==> src/rtl/mux_n_pipe.sv <==
`default_nettype none
// ============================================================================
// Module   : mux_n_pipe
// Purpose  : NUM_IN x WIDTH select mux feeding a 2-entry skid buffer with
//            valid/ready on both sides. Optional macro MUX_BYPASS_EN enables a
//            zero-latency pass-through while the buffer is empty.
// Revision : 1.0  initial release
// ============================================================================
module mux_n_pipe #(
   parameter  int WIDTH  = 32,
   parameter  int NUM_IN = 4,
   localparam int SEL_W  = (NUM_IN > 1) ? $clog2(NUM_IN) : 1
) (
   input  logic                    clk,
   input  logic                    reset,
   input  logic                    in_valid,
   output logic                    in_ready,
   input  logic [SEL_W-1:0]        sel,
   input  logic [NUM_IN*WIDTH-1:0] in_data,
   output logic                    out_valid,
   input  logic                    out_ready,
   output logic [WIDTH-1:0]        out_data,
   output logic                    out_sel_err
);

   logic [WIDTH-1:0] w_mux_data;
   logic             w_mux_err;

   logic [1:0]       r_count;
   logic             r_wr_ptr;
   logic             r_rd_ptr;
   logic [WIDTH-1:0] r_mem_data [2];
   logic [1:0]       r_mem_err;

   logic             w_empty;
   logic             w_full;
   logic             w_bypass;
   logic             w_accept;
   logic             w_push;
   logic             w_pop;
   logic             w_head_ptr;

   // An unmatched select leaves zero data with the error flag raised.
   always_comb begin
      w_mux_data = '0;
      w_mux_err  = 1'b1;
      for (int k = 0; k < NUM_IN; k++) begin
         if (sel == k[SEL_W-1:0]) begin
            w_mux_data = in_data[k*WIDTH +: WIDTH];
            w_mux_err  = 1'b0;
         end
      end
   end

   assign w_empty  = (r_count == 2'd0);
   assign w_full   = (r_count == 2'd2);
   assign in_ready = ~w_full & ~reset;

`ifdef MUX_BYPASS_EN
   assign w_bypass = w_empty & out_ready & ~reset;
`else
   assign w_bypass = 1'b0;
`endif

   assign w_accept = in_valid & in_ready;
   assign w_push   = w_accept & ~w_bypass;
   assign w_pop    = ~w_empty & out_ready;

   // When empty, the slot behind the read pointer holds the last beat shown.
   assign w_head_ptr = w_empty ? ~r_rd_ptr : r_rd_ptr;

   always_comb begin
      out_valid   = ~w_empty;
      out_data    = r_mem_data[w_head_ptr];
      out_sel_err = ~w_empty & r_mem_err[w_head_ptr];
      if (w_bypass && in_valid) begin
         out_valid   = 1'b1;
         out_data    = w_mux_data;
         out_sel_err = w_mux_err;
      end
   end

   always_ff @(posedge clk or posedge reset) begin
      if (reset) begin
         r_count       <= 2'd0;
         r_wr_ptr      <= 1'b0;
         r_rd_ptr      <= 1'b0;
         r_mem_err     <= 2'b00;
         r_mem_data[0] <= '0;
         r_mem_data[1] <= '0;
      end else begin
         if (w_push) begin
            r_mem_data[r_wr_ptr] <= w_mux_data;
            r_mem_err[r_wr_ptr]  <= w_mux_err;
            r_wr_ptr             <= ~r_wr_ptr;
         end
         if (w_pop) begin
            r_rd_ptr <= ~r_rd_ptr;
         end
         case ({w_push, w_pop})
            2'b10:   r_count <= r_count + 2'd1;
            2'b01:   r_count <= r_count - 2'd1;
            default: r_count <= r_count;
         endcase
      end
   end

endmodule
`default_nettype wire

==> config.mk <==
export PLATFORM = sky130hd
export DESIGN_NAME = mux_n_pipe
export DESIGN_NICKNAME = d
export VERILOG_FILES = /design/src/rtl/mux_n_pipe.sv
export SDC_FILE = /design/constraint.sdc
export NUM_CORES = 1
export LEC_CHECK = 0
export CAP_MARGIN = 20
export CORE_MARGIN = 2
export CORE_UTILIZATION = 39
export CTS_CLUSTER_DIAMETER = 50
export DETAILED_ROUTE_END_ITERATION = 8
export PLACE_DENSITY = 0.78
export SLEW_MARGIN = 20
export SYNTH_ARGS = -nofsm -noshare
export SYNTH_HDL_FRONTEND = slang
export SYNTH_SLANG_ARGS = --single-unit
==> constraint.sdc <==
create_clock -name clk -period 2.3 [get_ports clk]
set_input_delay 0.23 -clock clk [delete_from_list [all_inputs] [get_ports clk]]
set_output_delay 0.23 -clock clk [all_outputs]
set_load 0.01 [all_outputs]
# Yosys cells after proc, flatten, opt, wreduce, memory -nomap -nowiden
# Index checks and enable logic that the tools add are counted.
[op_classes]
add_sub_neg = 2
n_eq_ne = 6
muxes = 21
order_cmp = 6
reduce_logical = 5
bitwise_logic = 11
[ops]
columns = ["operator", "count"]
rows = [
  ["$mux 32", 8],
  ["$bwmux 64", 1],
  ["$demux 32 s1", 1],
  ["$eq 2x2->1 const B", 4],
  ["$mux 1", 8],
  ["$not 1->1", 5],
  ["$and 1x1->1", 4],
  ["$eq 2x1->1 const B", 2],
  ["$ge 2x2->1 const B", 2],
  ["$logic_not 2->1", 2],
  ["$lt 1x2->1 const B", 2],
  ["$not 1->2", 2],
  ["$pmux 2 s2", 1],
  ["$add 2x1->2 const B", 1],
  ["$bwmux 2", 1],
  ["$logic_and 1x1->1", 2],
  ["$lt 2x1->1 const B", 1],
  ["$reduce_bool 2->1", 1],
  ["$sub 2x1->2 const B", 1],
  ["$demux 1 s1", 1],
  ["$ge 1x1->1 const B", 1],
]
[totals]
wordCells = 57
reg_bits = 70
output_inout_bits = 35
input_bits = 134

# Logic depth before layout (Yosys ltp)
# Gate-level depths: netlist (run 1).
[depth]
word_depth = 6
mapped_depth = 6
ltp_nobuf = 6

# Least setup slack after synthesis (run 1)
# OpenSTA, ideal clock, no wires.
[synth_path]
kind = "register to output"
startpoint = "reg r_count[0]"
endpoint = "out out_data[5]"
t_required_ps = 2070
path_buffers = 1
path_stages_with_launch = 5
arrival_time_ps = 1363
setup_slack_ps = 707
path_cell_list = "dfrtp_1 -> nor2_2 -> xnor2_2 -> buf_6 -> mux2_1"
[synth_between]
elab_chain_len = 6
[synth_lines]
columns = ["item", "line", "rtl"]
rows = [
  ["start, declared", "29", "logic [1:0] r_count;"],
  ["start signal, assigned", "101", "2'b10: r_count <= r_count + 2'd1;"],
  ["start signal, assigned", "102", "2'b01: r_count <= r_count - 2'd1;"],
  ["start signal, assigned", "103", "default: r_count <= r_count;"],
  ["$logic_not 2->1", "55", "assign w_empty = (r_count == 2'd0);"],
  ["$mux 1", "70", "assign w_head_ptr = w_empty ? ~r_rd_ptr : r_rd_ptr;"],
  ["$not 1->2 (implied by the code)", "74", "out_data = r_mem_data[w_head_ptr];"],
  ["$mux 32 (implied by the code) (3 in a row)", "74", ""],
  ["end, declared", "22", "output logic [WIDTH-1:0] out_data,"],
]
# Every way passes these cells. The select of a mux whose other input is x is not followed.

# Worst setup path in the final report (run 1)
[layout_path]
startpoint = "reg r_count[0]"
endpoint = "out out_data[31]"
# The elaborated chain is that of the path after synthesis.

==> parameters.txt, run 1 <==
Parameter                              Value

Floorplanning
  Starting density of the core ... 40.0%
  Top-Level Pins ... 169
  Y dimension of the die ... 104 um
  Die width ... 104 um
  Core Box Area ... 9680 sq um
  Count of standard-cell rows ... 36
  Floorplan die area ... 10700 sq um

Place
  Port Buf Inserts ... 168
  Gpl congestion ... 0.706
  Total half-perimeter wirelength after legalization and detailed placement ... 7050 um
  Dpl cell area ... 5710 sq um
  Instance count after placement with tap cells included ... 531

Logic synthesis
  Average cell area after synthesis ... 16.3 sq um
  Total standard cell area after synthesis ... 3870 sq um
  Netlist cell types ... 21
  Number of warnings printed during yosys synthesis ... 0
  Part of the Yosys area used for sequential elements ... 45.3%
  Number of synthesized register bits ... 70
  Post-Syn Nets ... 372
  Cell count after synthesis ... 237

Route
  # DRC ... 0
  Post-detailed-route via-to-cell ratio ... 4.97
  Number of DRC markers after the initial detailed-route iteration ... 47
  Routed WL ... 9320 um
  Antenna Nets Post-Route ... 0
  Detailed-routing iteration count for the pre-antenna-repair pass ... 4
  Number of vias in the routed layout ... 2741
  Average wire length per cell after detail routing ... 16.9 um

Worst setup path
  Endpoint class of the critical path ... output port
  Startpoint Class ... register
  Worst-path fanout max ... 17
  Critical Path RT ... 2.07 ns
  Critical path data arrival time ... 1.98 ns
  R2R depth ... 5
  Type of the setup path with the least slack ... register to output port

Timing
  Post-Route Setup TNS ... 0 ns
  Slew Limit Headroom ... 70.6%
  Slew Viols, Final ... 0
  RSZ-0062 raised after global routing ... false
  Final hold vios ... 0
  Post-route clock skew ... 0.00667 ns
  Maximum clock frequency ... 0.452 GHz
  WHS ... 0.356 ns
  Slew at the pin closest to its max-slew limit ... 0.441 ns
  Final setup violation count ... 0
  Tmin final ... 2.21 ns
  Final worst-path cycle share ... 96.2%

CTS
  Clock buffers created by TritonCTS ... 9
  Register clock-pin slew on the reported worst setup and hold paths ... 0.07 ns
  Clock root buffer ... sky130_fd_sc_hd__clkbuf_8
  TritonCTS clock tree ... built
  Clock Latency Late Sink ... 0.33 ns
  Clock Sink Count ... 70
  Clock Tree Buf Depth ... 2
  Htree depth ... 3

Final layout
  Area taken by flip-flops and latches ... 1750 sq um
  Final non-filler cell area ... 5950 sq um
  Net count of the finished layout ... 549
  Most common cell after layout, fill and taps aside ... sky130_fd_sc_hd__clkdlybuf4s50_1
  Finished Layout Cells ... 552
  Multi-input gate area ... 1990 sq um
  Number of antenna diodes ... 0
  Area Growth Syn to Fin ... 53.7%
  Total of fill cells in the finished design ... 785
  Commonest cells after routing, fill and taps aside ... sky130_fd_sc_hd__clkdlybuf4s50_1, sky130_fd_sc_hd__mux2_2, sky130_fd_sc_hd__dfrtp_1, sky130_fd_sc_hd__mux4_2, sky130_fd_sc_hd__dlygate4sd2_1
  Layout cell share with drive strength beyond 1 ... 38.7%

Global route
  Initial antenna violation count ... 0
  Via count of the first global-routing pass ... 3152
  Maximum number of pins on one net before global-route repair ... 71
  Global-route usage over all layers ... 18.2%
  Global route overflow ... 0
  Wire length of the first global-routing pass ... 15600 um

Worst hold path
  Worst min-delay path class ... primary input to async pin

Pwr
  Standby leakage power ... 2.43 nW
  P per Cell Area ... 1180 nW/um^2
  IR Drop Worst-Case VDD ... 0.000593 V

Job
  Max-cap check violation count ... 0

Run status
  Result of the run ... complete, no violations
-- per-stage QoR --
stage	power (W)	setup WS (ns)	utilization, %
floorplan	0.00439	0.302	-
global placement	0.00614	0.154	59.0
detailed placement	0.00624	0.125	59.0
CTS	0.00698	0.0240	61.1
global route	0.00747	0.0198	61.4
finish	0.00700	0.0863	61.4
-- cell families after synthesis --
family                   synth area share, %
adder cells (fa/ha/maj)                0.323
AND/OR/NAND/NOR                         2.26
multiplexers                            46.8
XOR/XNOR                                1.55
flip-flops                              45.3
buffers and inverters                   3.78
-- critical path, cell delays in order, from the launching register on --
cell                            delay [ns]
sky130_fd_sc_hd__dfrtp_2              0.44
sky130_fd_sc_hd__nor2_4               0.18
sky130_fd_sc_hd__xnor2_4              0.19
sky130_fd_sc_hd__buf_12               0.20
sky130_fd_sc_hd__mux2_2               0.34
sky130_fd_sc_hd__dlygate4sd2_1        0.30
-- cells in the mapped netlist (all sizes together) --
cell / n / area [sq um]
xor2: 2 / 17.5
dfrtp: 70 / 1750
nand3: 1 / 10.0
mux2: 96 / 1080
nor3b: 1 / 18.8
nand2: 1 / 3.75
inv: 2 / 7.51
mux2i: 1 / 10.0
mux4: 32 / 721
buf: 16 / 139
xnor2: 4 / 42.6
and2: 1 / 6.26
nor2b: 4 / 25.0
nand2b: 1 / 6.26
nor2: 4 / 17.5
ha: 1 / 12.5
-- sequential cells by signal (all words and copies together) (netlist names) --
| register | count |
|---|---|
| r_mem_data | 64 |
| r_wr_ptr | 1 |
| r_rd_ptr | 1 |
| r_mem_err | 2 |
| r_count | 2 |
-- power breakdown --
group          internal [W]  leakage, nW  switching (W)
sequential          0.00185        0.835       0.000322
combinational       0.00232         1.48        0.00144
clock              0.000638        0.110       0.000435
total               0.00481         2.43        0.00219
-- final cells by class --
class / instances / share of cell area (%)
clock buffer: 12 / 2.44
timing repair buffer: 182 / 30.6
sequential: 70 / 29.5
multi-input combinational: 149 / 33.4
clock inverter: 4 / 1.18
tap: 133 / 2.80
inverter: 2 / 0.126
-- worst paths after layout --
path                           startpoint        endpoint  slack [ns]
setup reg to reg               r_count[1]  r_mem_data[58]        0.57
hold reg to reg            r_mem_data[29]  r_mem_data[29]        0.50
setup / recovery               r_count[0]    out_data[31]        0.09
max in group asynchronous           reset  r_mem_data[19]        1.66
hold / removal                      reset        r_wr_ptr        0.36
min in group clk           r_mem_data[29]  r_mem_data[29]        0.50
-- metal layers --
| layer | part of all wire, % | track usage [%] | wire length, um |
|---|---|---|---|
| met4 | 0.73 | 4.92 | 68 |
| met2 | 53 | 33.1 | 4920 |
| met5 | 0 | 0 | 0 |
| met3 | 6.0 | 4.41 | 556 |
| met1 | 41 | 21.6 | 3770 |
-- timing repair --
| item | CTS | global route |
|---|---|---|
| gates cloned | 0 | 1 |
| gates resized for setup | 34 | 1 |
| hold endpoints to repair | 0 | 0 |
| hold buffers | 0 | 0 |
| endpoints found under the setup margin | 32 | 1 |
| pin swaps | 1 | 2 |
| buffers inserted | 3 | 1 |
Note: power is estimated with default switching activity, not from simulation.
==> run 2, diff against run 1 <==
--- a/config.mk
+++ b/config.mk
@@ -8,8 +8,10 @@
 export CAP_MARGIN = 20
 export CORE_MARGIN = 2
 export CORE_UTILIZATION = 39
+export CTS_BUF_LIST = sky130_fd_sc_hd__clkbuf_8
 export CTS_CLUSTER_DIAMETER = 50
 export DETAILED_ROUTE_END_ITERATION = 8
+export GPL_TIMING_DRIVEN = 0
 export PLACE_DENSITY = 0.78
 export SLEW_MARGIN = 20
 export SYNTH_ARGS = -nofsm -noshare
==> run 2 against run 1 <==
Clock-buffer cell count down 1. Routed wire length is 1.8% higher. Global-route usage is 0.096 points lower. Die area unchanged. Critical path type unchanged.
==> parameters.txt, run 2 (synthesis gave the netlist of run 1 again) <==
Parameter                              Value

Worst hold path
  Worst min-delay path class ... primary input to async pin

Pwr
  Standby leakage power ... 2.41 nW
  Overall Power ... 0.00665 W
  IR Drop Worst-Case VDD ... 0.000488 V
  P per Cell Area ... 1130 nW/um^2

Route
  Total met3 wirelength after detailed routing ... 556 um
  Number of vias in the routed layout ... 2798
  Sum of routed wire segments on met1 ... 3910 um
  Average wire length per cell after detail routing ... 17.1 um
  # DRC ... 0
  Detailed-routing iteration count for the pre-antenna-repair pass ... 3
  Top sig layer ... met4
  Antenna Nets Post-Route ... 0
  Routed WL ... 9480 um
  Met2 wire length ... 4850 um
  Number of DRC markers after the initial detailed-route iteration ... 47
  Post-detailed-route via-to-cell ratio ... 5.05

Worst setup path
  Largest stage delay on the critical path ... 0.50 ns
  Type of the setup path with the least slack ... register to output port
  Ordered cell list for the critical path ... nor2_4, xnor2_4, mux2_2, clkdlybuf4s50_1
  R2R depth ... 4
  Startpoint Class ... register
  Worst path slowest cell ... sky130_fd_sc_hd__clkdlybuf4s50_1
  Critical path data arrival time ... 2.00 ns
  Worst-path fanout max ... 5
  Critical Path RT ... 2.07 ns
  Critical R2R Launch ... r_count[1]
  End of the worst register-to-register path ... r_mem_data[49]
  Endpoint class of the critical path ... output port
  Reg2reg setup slack ... 0.58 ns

Place
  Dpl cell area ... 5730 sq um
  Total half-perimeter wirelength after legalization and detailed placement ... 7400 um
  Instance count after placement with tap cells included ... 538
  Port Buf Inserts ... 167
  Gpl congestion ... 0.690

CTS
  Clock Latency Late Sink ... 0.33 ns
  TritonCTS clock tree ... built
  Htree depth ... 3
  Clock buffers created by TritonCTS ... 9
  Clock Tree Buf Depth ... 2
  Clock root buffer ... sky130_fd_sc_hd__clkbuf_8
  Clock Sink Count ... 70
  Register clock-pin slew on the reported worst setup and hold paths ... 0.07 ns

Global route
  Global route overflow ... 0
  Initial antenna violation count ... 0
  Maximum number of pins on one net before global-route repair ... 41
  Wire length of the first global-routing pass ... 15400 um
  Global-route usage over all layers ... 18.1%
  Via count of the first global-routing pass ... 3093

Floorplanning
  Count of standard-cell rows ... 36
  Top-Level Pins ... 169
  Die width ... 104 um
  Starting density of the core ... 40.0%
  Floorplan die area ... 10700 sq um
  Y dimension of the die ... 104 um
  Core Box Area ... 9680 sq um

Final layout
  Net count of the finished layout ... 552
  Total of fill cells in the finished design ... 787
  Area taken by flip-flops and latches ... 1750 sq um
  Final non-filler cell area ... 5890 sq um
  Fin util ... 60.8%
  Finished Layout Cells ... 554
  Layout cell share with drive strength beyond 1 ... 38.0%
  Max FFs per register ... 64
  Multi-input gate area ... 1990 sq um
  Commonest cells after routing, fill and taps aside ... sky130_fd_sc_hd__clkdlybuf4s50_1, sky130_fd_sc_hd__mux2_2, sky130_fd_sc_hd__dfrtp_1, sky130_fd_sc_hd__mux4_2, sky130_fd_sc_hd__dlygate4sd2_1
  Regs by FF count ... r_mem_data x64, r_count x2, r_mem_err x2
  Most common cell after layout, fill and taps aside ... sky130_fd_sc_hd__clkdlybuf4s50_1
  Register with the highest flop count ... r_mem_data
  Area Growth Syn to Fin ... 52.2%
  Number of antenna diodes ... 0

Timing
  WHS ... 0.294 ns
  Tmin final ... 2.23 ns
  Slew at the pin closest to its max-slew limit ... 0.691 ns
  Final setup violation count ... 0
  Post-route clock skew ... 0.00381 ns
  Maximum clock frequency ... 0.449 GHz
  Final worst-path cycle share ... 96.8%
  RSZ-0062 raised after global routing ... false
  Slew Viols, Final ... 0
  Slew Limit Headroom ... 53.9%
  Final hold vios ... 0

Job
  Max-cap check violation count ... 0

Run status
  Result of the run ... complete, no violations
-- run 2: cell type report --
type / instances / area share, %
clock buffers: 11 / 2.57
well taps: 133 / 2.83
plain buffers: 16 / 2.36
multi-input cells: 149 / 33.8
repair buffers: 169 / 28.3
flip-flops and latches: 70 / 29.8
inverters: 2 / 0.170
clock inverters: 4 / 0.276
-- run 2: power breakdown --
group          leakage (nW)  total, W  internal [W]  switching (W)
clock network        0.0990  0.000852      0.000432       0.000420
logic                  1.48   0.00362       0.00220        0.00142
registers             0.834   0.00218       0.00185       0.000333
total                  2.41   0.00665       0.00448        0.00217
-- run 2: timing repair --
action / in CTS / in global routing
setup endpoints to repair: 32 / 1
buffers inserted: 1 / 0
hold buffers: 0 / 0
gates resized for setup: 34 / 1
endpoints found under the hold margin: 0 / 0
cloned: 0 / 0
pin swaps: 1 / 0
-- run 2: per-layer routing --
metal  vias to the layer above  track usage, %
met4                         0            6.47
li1                       1266               -
met3                        14            4.34
met1                      1418            21.9
met5                         -               0
met2                       100            31.6
-- run 2: how the worst max path moves through the flow --
stage / slack [ns] / endpoint / start
floorplan: 0.30 / r_count[0] / reset
global placement: -0.80 / r_mem_data[21] / reset
detailed placement: 0.05 / r_mem_data[58] / sel[1]
CTS: 0.03 / out_data[31] / r_count[1]
global route: 0.007 / out_data[16] / r_count[1]
finish: 0.07 / out_data[0] / r_count[1]
-- run 2: stage by stage --
step                      TNS [ns]  setup WS [ns]
after global placement      -55.73         -0.801
after floorplan                  0          0.302
after global routing             0        0.00694
final                            0         0.0744
after detailed placement         0         0.0473
after CTS                        0         0.0260
-- run 2: worst max-delay path: cells and delay by family (launching register included) --
family	cells	cell delay, ns
flip-flops	1	0.44
XOR/XNOR	1	0.18
AND/OR/NAND/NOR	1	0.17
multiplexers	1	0.37
buffers and inverters	1	0.50
